**config.mk**
```make
export PLATFORM = sky130hd
export DESIGN_NAME = sched_type_lookup_flat
export DESIGN_NICKNAME = d
export VERILOG_FILES = /design/src/rtl/OmpSsManager.sv /design/src/rtl/sched_type_lookup_pkg.sv /design/src/rtl/sched_type_lookup_if.sv /design/src/rtl/sched_rr_table.sv /design/src/rtl/sched_type_lookup.sv /design/src/flat_wrapper.sv
export SDC_FILE = /design/constraint.sdc
export NUM_CORES = 1
export LEC_CHECK = 0
export CAP_MARGIN = 20
export CELL_PAD_IN_SITES_DETAIL_PLACEMENT = 1
export CELL_PAD_IN_SITES_GLOBAL_PLACEMENT = 2
export CORE_MARGIN = 2
export CORE_UTILIZATION = 39
export CTS_BUF_LIST = sky130_fd_sc_hd__clkbuf_8
export CTS_CLUSTER_SIZE = 30
export DETAILED_ROUTE_END_ITERATION = 7
export PLACE_DENSITY_LB_ADDON = 0.1
export SYNTH_ARGS = -nofsm -noshare
export SYNTH_HDL_FRONTEND = slang
export SYNTH_SLANG_ARGS = --single-unit
```
**constraint.sdc**
```tcl
create_clock -name clk -period 7.05 [get_ports clk]
set_clock_uncertainty 0.1 [all_clocks]
set_input_delay 1.41 -clock clk [delete_from_list [all_inputs] [get_ports clk]]
set_output_delay 1.41 -clock clk [all_outputs]
set_load 0.005 [all_outputs]
```
**src/rtl/OmpSsManager.sv**
```systemverilog
// Shared OmpSs manager constants: accelerator sizing and the schedule-data word layout.
package OmpSsManager;

    localparam int MAX_ACCS               = 16;
    localparam int ACC_BITS               = $clog2(MAX_ACCS);
    localparam int TASK_TYPE_BITS         = 34;
    localparam int SCHED_DATA_BITS        = 50;
    localparam int SCHED_DATA_COUNT_L     = 0;
    localparam int SCHED_DATA_ACCID_L     = 8;
    localparam int SCHED_DATA_TASK_TYPE_L = 16;
    localparam int SCHED_DATA_TASK_TYPE_H = 49;

endpackage

```
**src/rtl/sched_type_lookup_pkg.sv**
```systemverilog
// Types local to the task-type lookup block: FSM states and the decoded table entry.
package sched_type_lookup_pkg;

    import OmpSsManager::*;

    typedef enum logic [1:0] {
        IDLE,
        READ,
        CMP,
        RESPOND
    } state_t;

    typedef struct packed {
        logic [TASK_TYPE_BITS-1:0] task_type;
        logic [ACC_BITS-1:0]       acc_id;
        logic [ACC_BITS-1:0]       count;
    } sched_entry_t;

endpackage

```
**src/rtl/sched_type_lookup_if.sv**
```systemverilog
// Lookup request/response handshake between a requester (master) and the lookup block (slave).
interface sched_type_lookup_if;

    import OmpSsManager::*;

    logic                      req_valid;
    logic                      req_ready;
    logic [TASK_TYPE_BITS-1:0] req_task_type;
    logic                      rsp_valid;
    logic                      rsp_ready;
    logic                      rsp_found;
    logic [ACC_BITS-1:0]       rsp_acc_id;

    modport master (
        output req_valid, req_task_type, rsp_ready,
        input  req_ready, rsp_valid, rsp_found, rsp_acc_id
    );

    modport slave (
        input  req_valid, req_task_type, rsp_ready,
        output req_ready, rsp_valid, rsp_found, rsp_acc_id
    );

endinterface

```
**src/rtl/sched_rr_table.sv**
```systemverilog
// Per-entry round-robin offsets: one counter per table index, wrapping at the entry's instance count.
module sched_rr_table
    import OmpSsManager::ACC_BITS;
#(
    parameter int MAX_ACCS = OmpSsManager::MAX_ACCS
) (
    input  logic                clk,
    input  logic                rstn,
    input  logic [ACC_BITS-1:0] rd_idx,
    input  logic                upd,
    input  logic [ACC_BITS-1:0] count_lim,
    output logic [ACC_BITS-1:0] rr_val
);

    logic [ACC_BITS-1:0] rr [MAX_ACCS];

    assign rr_val = rr[rd_idx];

    // NOTE: the table is flops, not RAM, so it can and must be cleared by reset
    // to restart every type's rotation at its base accelerator.
    always_ff @(posedge clk or negedge rstn) begin
        if (!rstn) begin
            for (int i = 0; i < MAX_ACCS; i++) begin
                rr[i] <= '0;
            end
        end else if (upd) begin
            rr[rd_idx] <= (rr[rd_idx] == count_lim) ? '0 : rr[rd_idx] + ACC_BITS'(1);
        end
    end

endmodule

```
**src/rtl/sched_type_lookup.sv**
```systemverilog
// Linear search of the schedule-data table for a task type; returns the next accelerator
// for that type in round-robin order.
module sched_type_lookup
    import OmpSsManager::ACC_BITS;
    import OmpSsManager::TASK_TYPE_BITS;
    import OmpSsManager::SCHED_DATA_BITS;
    import OmpSsManager::SCHED_DATA_COUNT_L;
    import OmpSsManager::SCHED_DATA_ACCID_L;
    import OmpSsManager::SCHED_DATA_TASK_TYPE_L;
    import OmpSsManager::SCHED_DATA_TASK_TYPE_H;
    import sched_type_lookup_pkg::*;
#(
    parameter int MAX_ACCS = OmpSsManager::MAX_ACCS
) (
    input  logic                       clk,
    input  logic                       rstn,
    input  logic                       types_valid,
    input  logic [ACC_BITS:0]          num_types,
    sched_type_lookup_if.slave         lk,
    output logic [ACC_BITS-1:0]        scheduleData_portB_addr,
    output logic                       scheduleData_portB_en,
    input  logic [SCHED_DATA_BITS-1:0] scheduleData_portB_dout
);

    state_t                    state, state_nx;
    logic [ACC_BITS-1:0]       index;
    logic [TASK_TYPE_BITS-1:0] type_q;
    logic [ACC_BITS:0]         ntypes_q;
    logic                      found_q;
    logic [ACC_BITS-1:0]       acc_id_q;
    logic [ACC_BITS-1:0]       count_q;
    logic [ACC_BITS-1:0]       rr_val;
    logic                      rr_upd;
    logic                      accept;
    logic                      match;
    logic                      last;
    sched_entry_t              entry;
    logic                      unused_dout;

    assign entry.task_type = scheduleData_portB_dout[SCHED_DATA_TASK_TYPE_H:SCHED_DATA_TASK_TYPE_L];
    assign entry.acc_id    = scheduleData_portB_dout[SCHED_DATA_ACCID_L +: ACC_BITS];
    assign entry.count     = scheduleData_portB_dout[SCHED_DATA_COUNT_L +: ACC_BITS];
    assign unused_dout     = ^scheduleData_portB_dout;

    assign accept = (state == IDLE) && types_valid && lk.req_valid;
    assign match  = (entry.task_type == type_q);
    assign last   = ({1'b0, index} == ntypes_q - (ACC_BITS + 1)'(1));

    assign scheduleData_portB_addr = index;
    assign lk.rsp_found            = found_q;
    assign lk.rsp_acc_id           = acc_id_q;

    // NOTE: every output of this block gets a default first so no path leaves
    // a signal unassigned and infers a latch.
    always_comb begin
        state_nx              = state;
        lk.req_ready          = 1'b0;
        lk.rsp_valid          = 1'b0;
        scheduleData_portB_en = 1'b0;
        rr_upd                = 1'b0;
        unique case (state)
            IDLE: begin
                lk.req_ready = types_valid;
                if (accept) begin
                    state_nx = (num_types == '0) ? RESPOND : READ;
                end
            end
            READ: begin
                scheduleData_portB_en = 1'b1;
                state_nx              = CMP;
            end
            CMP: begin
                state_nx = (match || last) ? RESPOND : READ;
            end
            RESPOND: begin
                lk.rsp_valid = 1'b1;
                if (lk.rsp_ready) begin
                    state_nx = IDLE;
                    rr_upd   = found_q;
                end
            end
            default: state_nx = IDLE;
        endcase
    end

    // NOTE: state registers use non-blocking assignments so every flop samples
    // the pre-edge values, independent of statement order.
    always_ff @(posedge clk or negedge rstn) begin
        if (!rstn) begin
            state    <= IDLE;
            index    <= '0;
            type_q   <= '0;
            ntypes_q <= '0;
            found_q  <= 1'b0;
            acc_id_q <= '0;
            count_q  <= '0;
        end else begin
            state <= state_nx;
            case (state)
                IDLE: if (accept) begin
                    type_q   <= lk.req_task_type;
                    ntypes_q <= num_types;
                    index    <= '0;
                    found_q  <= 1'b0;
                    acc_id_q <= '0;
                end
                CMP: begin
                    if (match) begin
                        found_q  <= 1'b1;
                        acc_id_q <= entry.acc_id + rr_val;
                        count_q  <= entry.count;
                    end else if (last) begin
                        found_q  <= 1'b0;
                        acc_id_q <= '0;
                    end else begin
                        index <= index + ACC_BITS'(1);
                    end
                end
                default: ;
            endcase
        end
    end

    // Index is held through RESPOND, so the rr update lands on the matched entry.
    sched_rr_table #(
        .MAX_ACCS (MAX_ACCS)
    ) u_rr (
        .clk       (clk),
        .rstn      (rstn),
        .rd_idx    (index),
        .upd       (rr_upd),
        .count_lim (count_q),
        .rr_val    (rr_val)
    );

endmodule

```
**src/flat_wrapper.sv**
```systemverilog
// flat-port wrapper written by rule: the top's interface ports become plain ports
module sched_type_lookup_flat import OmpSsManager::ACC_BITS; import OmpSsManager::TASK_TYPE_BITS; import OmpSsManager::SCHED_DATA_BITS; import OmpSsManager::SCHED_DATA_COUNT_L; import OmpSsManager::SCHED_DATA_ACCID_L; import OmpSsManager::SCHED_DATA_TASK_TYPE_L; import OmpSsManager::SCHED_DATA_TASK_TYPE_H; import sched_type_lookup_pkg::*;
#(
    parameter int MAX_ACCS = OmpSsManager::MAX_ACCS
)
  (clk, rstn, types_valid, num_types, scheduleData_portB_addr, scheduleData_portB_en, scheduleData_portB_dout, lk_req_valid, lk_req_task_type, lk_rsp_ready, lk_req_ready, lk_rsp_valid, lk_rsp_found, lk_rsp_acc_id);
  sched_type_lookup_if lk_i ();
  input  logic clk;
  input  logic rstn;
  input  logic types_valid;
  input  logic [ACC_BITS:0] num_types;
  output logic [ACC_BITS-1:0] scheduleData_portB_addr;
  output logic scheduleData_portB_en;
  input  logic [SCHED_DATA_BITS-1:0] scheduleData_portB_dout;
  input wire logic [$bits(lk_i.req_valid)-1:0] lk_req_valid;
  input wire logic [$bits(lk_i.req_task_type)-1:0] lk_req_task_type;
  input wire logic [$bits(lk_i.rsp_ready)-1:0] lk_rsp_ready;
  output wire logic [$bits(lk_i.req_ready)-1:0] lk_req_ready;
  output wire logic [$bits(lk_i.rsp_valid)-1:0] lk_rsp_valid;
  output wire logic [$bits(lk_i.rsp_found)-1:0] lk_rsp_found;
  output wire logic [$bits(lk_i.rsp_acc_id)-1:0] lk_rsp_acc_id;
  assign lk_i.req_valid = lk_req_valid;
  assign lk_i.req_task_type = lk_req_task_type;
  assign lk_i.rsp_ready = lk_rsp_ready;
  assign lk_req_ready = lk_i.req_ready;
  assign lk_rsp_valid = lk_i.rsp_valid;
  assign lk_rsp_found = lk_i.rsp_found;
  assign lk_rsp_acc_id = lk_i.rsp_acc_id;
  sched_type_lookup #(.MAX_ACCS(MAX_ACCS)) u_core (.clk(clk), .rstn(rstn), .types_valid(types_valid), .num_types(num_types), .lk(lk_i), .scheduleData_portB_addr(scheduleData_portB_addr), .scheduleData_portB_en(scheduleData_portB_en), .scheduleData_portB_dout(scheduleData_portB_dout));
endmodule
```
* Word-level counts from Yosys, hierarchy flattened *
Index checks and enable logic that the tools add are counted.

word-level totals
  bits in registers = 118
  output and inout bits = 12
  logic and storage cells = 81

cells by class
  add/sub/neg operators = 4
  magnitude comparators = 2
  equality and inequality tests = 11
  muxes and demuxes = 28
  bitwise operators = 1
  reductions and logical operators = 12

operator list
  operator                                                   number
  bitwise mux 64 bit                                         1
  two-way mux 4 bit                                          9
  == test 34 bit                                             1
  binary-select mux 4 bit (select 4 bit)                     1
  demux 4 bit (select 4 bit)                                 1
  case mux 4 bit (2 select lines)                            2
  adder 4 x 1 -> 4 bit (second input constant)               2
  two-way mux 1 bit                                          8
  two-way mux 2 bit                                          4
  case mux 2 bit (4 select lines)                            1
  != test 2 bit (second input constant)                      3
  AND reduction 2 bit                                        3
  == test 4 x 5 -> 1 bit                                     1
  greater-or-equal comparator 5 bit (second input constant)  1
  logical NOT 5 bit                                          1
  < comparator 5 x 1 -> 1 bit (second input constant)        1
  NOT 4 -> 5 bit                                             1
  subtractor 5 x 1 -> 5 bit (second input constant)          1
  adder 4 bit                                                1
  == test 2 bit (second input constant)                      2
  == test 4 bit                                              1
  AND reduction 4 bit                                        1
  logical AND 1 bit                                          3
  != test 3 x 1 -> 1 bit (second input constant)             1
  7 further kinds                                            7

* Longest topological paths before layout *
  word-level depth = 7
  depth in mapped cells = 13
  depth with buffers taken out = 10

* Hierarchy *
Synthesis repeated with hierarchy kept, for this count alone.

unflattened totals
  cells, all modules = 614
  area total of the unflattened synthesis = 6185.9 um2

by module, submodules not included
  module             times used  cells an instance  area each (um2)  seq. area each (um2)
  sched_rr_table     1           298                3409.5           1601.5
  sched_type_lookup  1           316                2776.4           1351.3

* Worst setup path after synthesis *
Ideal clock, no wire load.

  path type = input-to-reg
  start point = in scheduleData_portB_dout[19]
  end point = reg u_core.count_q[3]
  setup time = 0.125 ns
  arrival = 3.170 ns
  required time = 6.825 ns
  path slack = 3.655 ns
  cell stages on the path = 5
  path buffers = 1
  path through = xor2_1 -> or4_1 -> nor4_2 -> clkbuf_1 -> mux2_2

between the ends
  cells in the longest elaborated chain, start to end = 2

ends and longest elaborated chain
  item                                  RTL line                  source
  start, declared                       flat_wrapper.sv:14        input logic [SCHED_DATA_BITS-1:0] scheduleData_portB_dout;
  == test 34 bit                        sched_type_lookup.sv:46   assign match = (entry.task_type == type_q);
  AND reduction 2 bit (no source line)  n/a
  end signal, assigned                  sched_type_lookup.sv:111  count_q <= entry.count;
  end, declared                         sched_type_lookup.sv:31   logic [ACC_BITS-1:0] count_q;

Every way passes these cells.
A chain may end at the register's enable or synchronous reset.

* Final worst setup path *
  start point = in types_valid
  end point = out lk_req_ready

between the ends
  cells in the longest elaborated chain, start to end = 1

ends and longest elaborated chain
  item               RTL line                 source
  start, declared    flat_wrapper.sv:10       input logic types_valid;
  two-way mux 1 bit  sched_type_lookup.sv:61  unique case (state)
  end, declared      flat_wrapper.sv:18       output wire logic [$bits(lk_i.req_ready)-1:0] lk_req_ready;

Every way passes these cells.

==> metrics.txt <==
run status finished clean; net count after synthesis 599; FF/Latch Area 0.00295 sq mm; Final period util 0.590; Final Util 0.507; Antenna diodes 0; GRT Overall Usage 0.199; GRT overflow 0; Die Y 126 microns; Hold Crit Start u_core.u_rr.rr[50]; Wirelength per Cell 18.6 microns; FMAX between 200 and 250 MHz; Hold Path Depth 2; CTS H-tree lvls 4; RR Endpoint u_core.u_rr.rr[54]; die area ~0.016 sq mm; number of flops mapped to enable cells by yosys 0; Synth async-reset ratio 1.00; CP Buf/Inv Count 2; Worst Path Required 5540 ps; Synth Warn # 0; syn_area_per_cell 11.8 sq um; Pleak 3.22 nW; clock buffer depth 2; vias in the first global route 4677; ranking of synthesized cells by area dfrtp_1 51%, mux2_2 11%, o31ai_1 6.2%; family with the most delay on the worst path buffers and inverters; slew margin rel. 0.299; postcts setup bufs 0; Worst setup SP type input pin; initial antenna violation count 0; critical path fanouts, max 2; number of port buffers 97; hold endpoint u_core.u_rr.rr[50]; cell mode on critical path clkdlybuf4s50_1; post-layout minimum cycle time 4160 ps; Post-Syn Area 0.00583 sq mm; Syn Inst Count 495; CTS tree built; max cap viols 0; total CTS buffers 17; sequential element share of the synthesized area 0.506; Slew @ Worst Pin 1050 ps; Fillers roughly 1500; cell row count 44; area of the multi-input gates 0.00276 sq mm; final wirelength 14700 microns; Peak VDD IR between 150 and 200 uV; Hold Fails Final Rpt 0; first-pass GRT wire length 24600 microns; Post-CTS Hold Buffers 0; vias per std cell 5.33; slowest cell delay on critical path roughly 570 ps; Design Area, Final between 0.007 and 0.008 sq mm; First-pass DRT Iterations 4; #FFs+latches synth between 100 and 150; CTS root buffer clkbuf_8; nets 698; Slowest-stage cell, CP clkdlybuf4s50_1; core area 0.0146 sq mm; ANT nets after route 0; fraction of layout cells with a size suffix above 1 0.193; Cell Area, Placed 0.00699 sq mm; Top Ports 106; gpl congestion 0.778; reg2reg setup slack 3280 ps; DRC Markers 0; clk_lat worst skew 440 ps; Layout area overhead 26.9%; unrepaired setup endpoints after global routing false; Worst Reg2Reg Path Length in Cells 8; Worst EP arrival 2650 ps; CP Capture Type primary output; total number of vias between 4000 and 5000; drt initial violations 198; Netlist cell types 45; post-CTS resize count 0; DPL Wire Length between 10000 and 15000 microns; worst hold path type reg -> reg; PwrDens 318 mW/mm^2; clk slew on worst S/H paths 70 ps; Final setup viols 0; Max Transition Viols Final 0; Num Clock Sinks 118; initial core utilization 0.400; die width 126 microns; main flop type after synthesis dfrtp_1; largest net degree at the start of global routing 78; Setup TNS 0 ps; Total Power Consumption roughly 0.0024 W; Synth top area share 0.506; Worst Setup Path Type in -> out; crit path cell chain clkdlybuf4s50_1 -> nor3b_1 -> clkdlybuf4s50_1; largest area contributor in the netlist dfrtp_1; reg2reg start u_core.scheduleData_portB_addr[1]
-- stage by stage --
stage / setup slack, ps / cells / hold WS (ps)
floorplan: 3660 / 495 / 343
global placement: 2920 / 759 / 355
detailed placement: 2880 / 759 / 366
CTS: 2880 / 791 / 382
global route: 2790 / 791 / 404
finish: 2890 / 791 / 377
-- worst max path at each step --
stage,startpoint,to,cells past startpoint
global route,types_valid,lk_req_ready,3
floorplan,scheduleData_portB_dout[19],u_core.count_q[3],5
CTS,types_valid,lk_req_ready,3
detailed placement,types_valid,lk_req_ready,3
global placement,types_valid,lk_req_ready,3
finish,types_valid,lk_req_ready,3
-- sequential cells by signal, indices dropped and copies added, names as in the netlist --
| name | cells |
|---|---|
| u_core.u_rr.rr | 64 |
| u_core.count_q | 4 |
| u_core.scheduleData_portB_addr | 4 |
| u_core.ntypes_q | 5 |
| u_core.type_q | 34 |
| u_core.state | 2 |
| u_core.lk.rsp_acc_id | 4 |
| u_core.lk.rsp_found | 1 |
-- metal layers --
metal / track usage / share of wire / vias up
met5: 0 / 0 / -
li1: - / - / 1976
met2: 0.336 / 0.49 / 96
met1: 0.249 / 0.44 / 2130
met4: 0.0562 / 0.012 / 0
met3: 0.0612 / 0.052 / 13
-- cells by family (layout without fill, tap and decap cells) --
| logic type | after synthesis | in the layout | share of synthesized area |
|---|---|---|---|
| adders and majority gates | 10 | 10 | 0.0227 |
| and+or+nand+nor | 131 | 131 | 0.102 |
| DFF | 118 | 118 | 0.506 |
| xor gates and xnor gates | 48 | 48 | 0.0721 |
| buffers and inverters | 32 | 144 | 0.0240 |
| AOI/OAI and AO/OA | 75 | 75 | 0.0914 |
| muxes | 81 | 81 | 0.182 |
-- cell usage after synthesis (all sizes together), types with 2 or more instances --
master	count
dfrtp	118
nand2	79
mux2	57
o31ai	48
xor2	37
clkbuf	14
mux4	14
buf	11
nor2	11
xnor2	11
mux2i	10
ha	9
nor4	9
a21oi	8
nand3	8
and2	6
inv	6
o21ai	6
nand2b	4
nor2b	3
nor3	3
a21o	2
a31oi	2
nand4	2
o211ai	2
-- final cells by class --
class | count | share of cell area
well taps | 184 | 0.0311
inverters | 7 | 0.00355
clock inverters | 14 | 0.0215
clock buffers | 18 | 0.0335
repair buffers | 105 | 0.139
flip-flops and latches | 118 | 0.399
multi-input cells | 345 | 0.372
-- worst register-to-register path, delay by kind of cell (launching register included) --
family          cells  cell delay [ps]
compound gates      1              180
xor+xnor            1              830
fa+ha+maj           1              230
buf+inv             2              570
flops               1              780
mux                 3              910
-- report_power, final --
group	internal (W)	switching (W)	leakage, nW
Combinational	0.000374	0.000414	1.45
Sequential	0.000809	0.000119	1.57
Clock	0.000355	0.000285	0.200
Total	0.00154	0.000818	3.22
-- cells in the final DEF, fill, tap and decap left out, drive strengths merged, types with 4 or more instances in the layout --
cell type / n
nand3: 8
inv: 6
xnor2: 11
clkdlybuf4s50: 96
ha: 9
o31ai: 48
a21oi: 8
and2: 6
nand2b: 4
buf: 9
nor2: 11
mux4: 14
nor4: 9
mux2i: 10
xor2: 37
o21ai: 6
clkbuf: 18
mux2: 57
dfrtp: 118
clkinvlp: 4
clkinv: 8
nand2: 79
No activity file was read; power rests on OpenSTA's default activity.
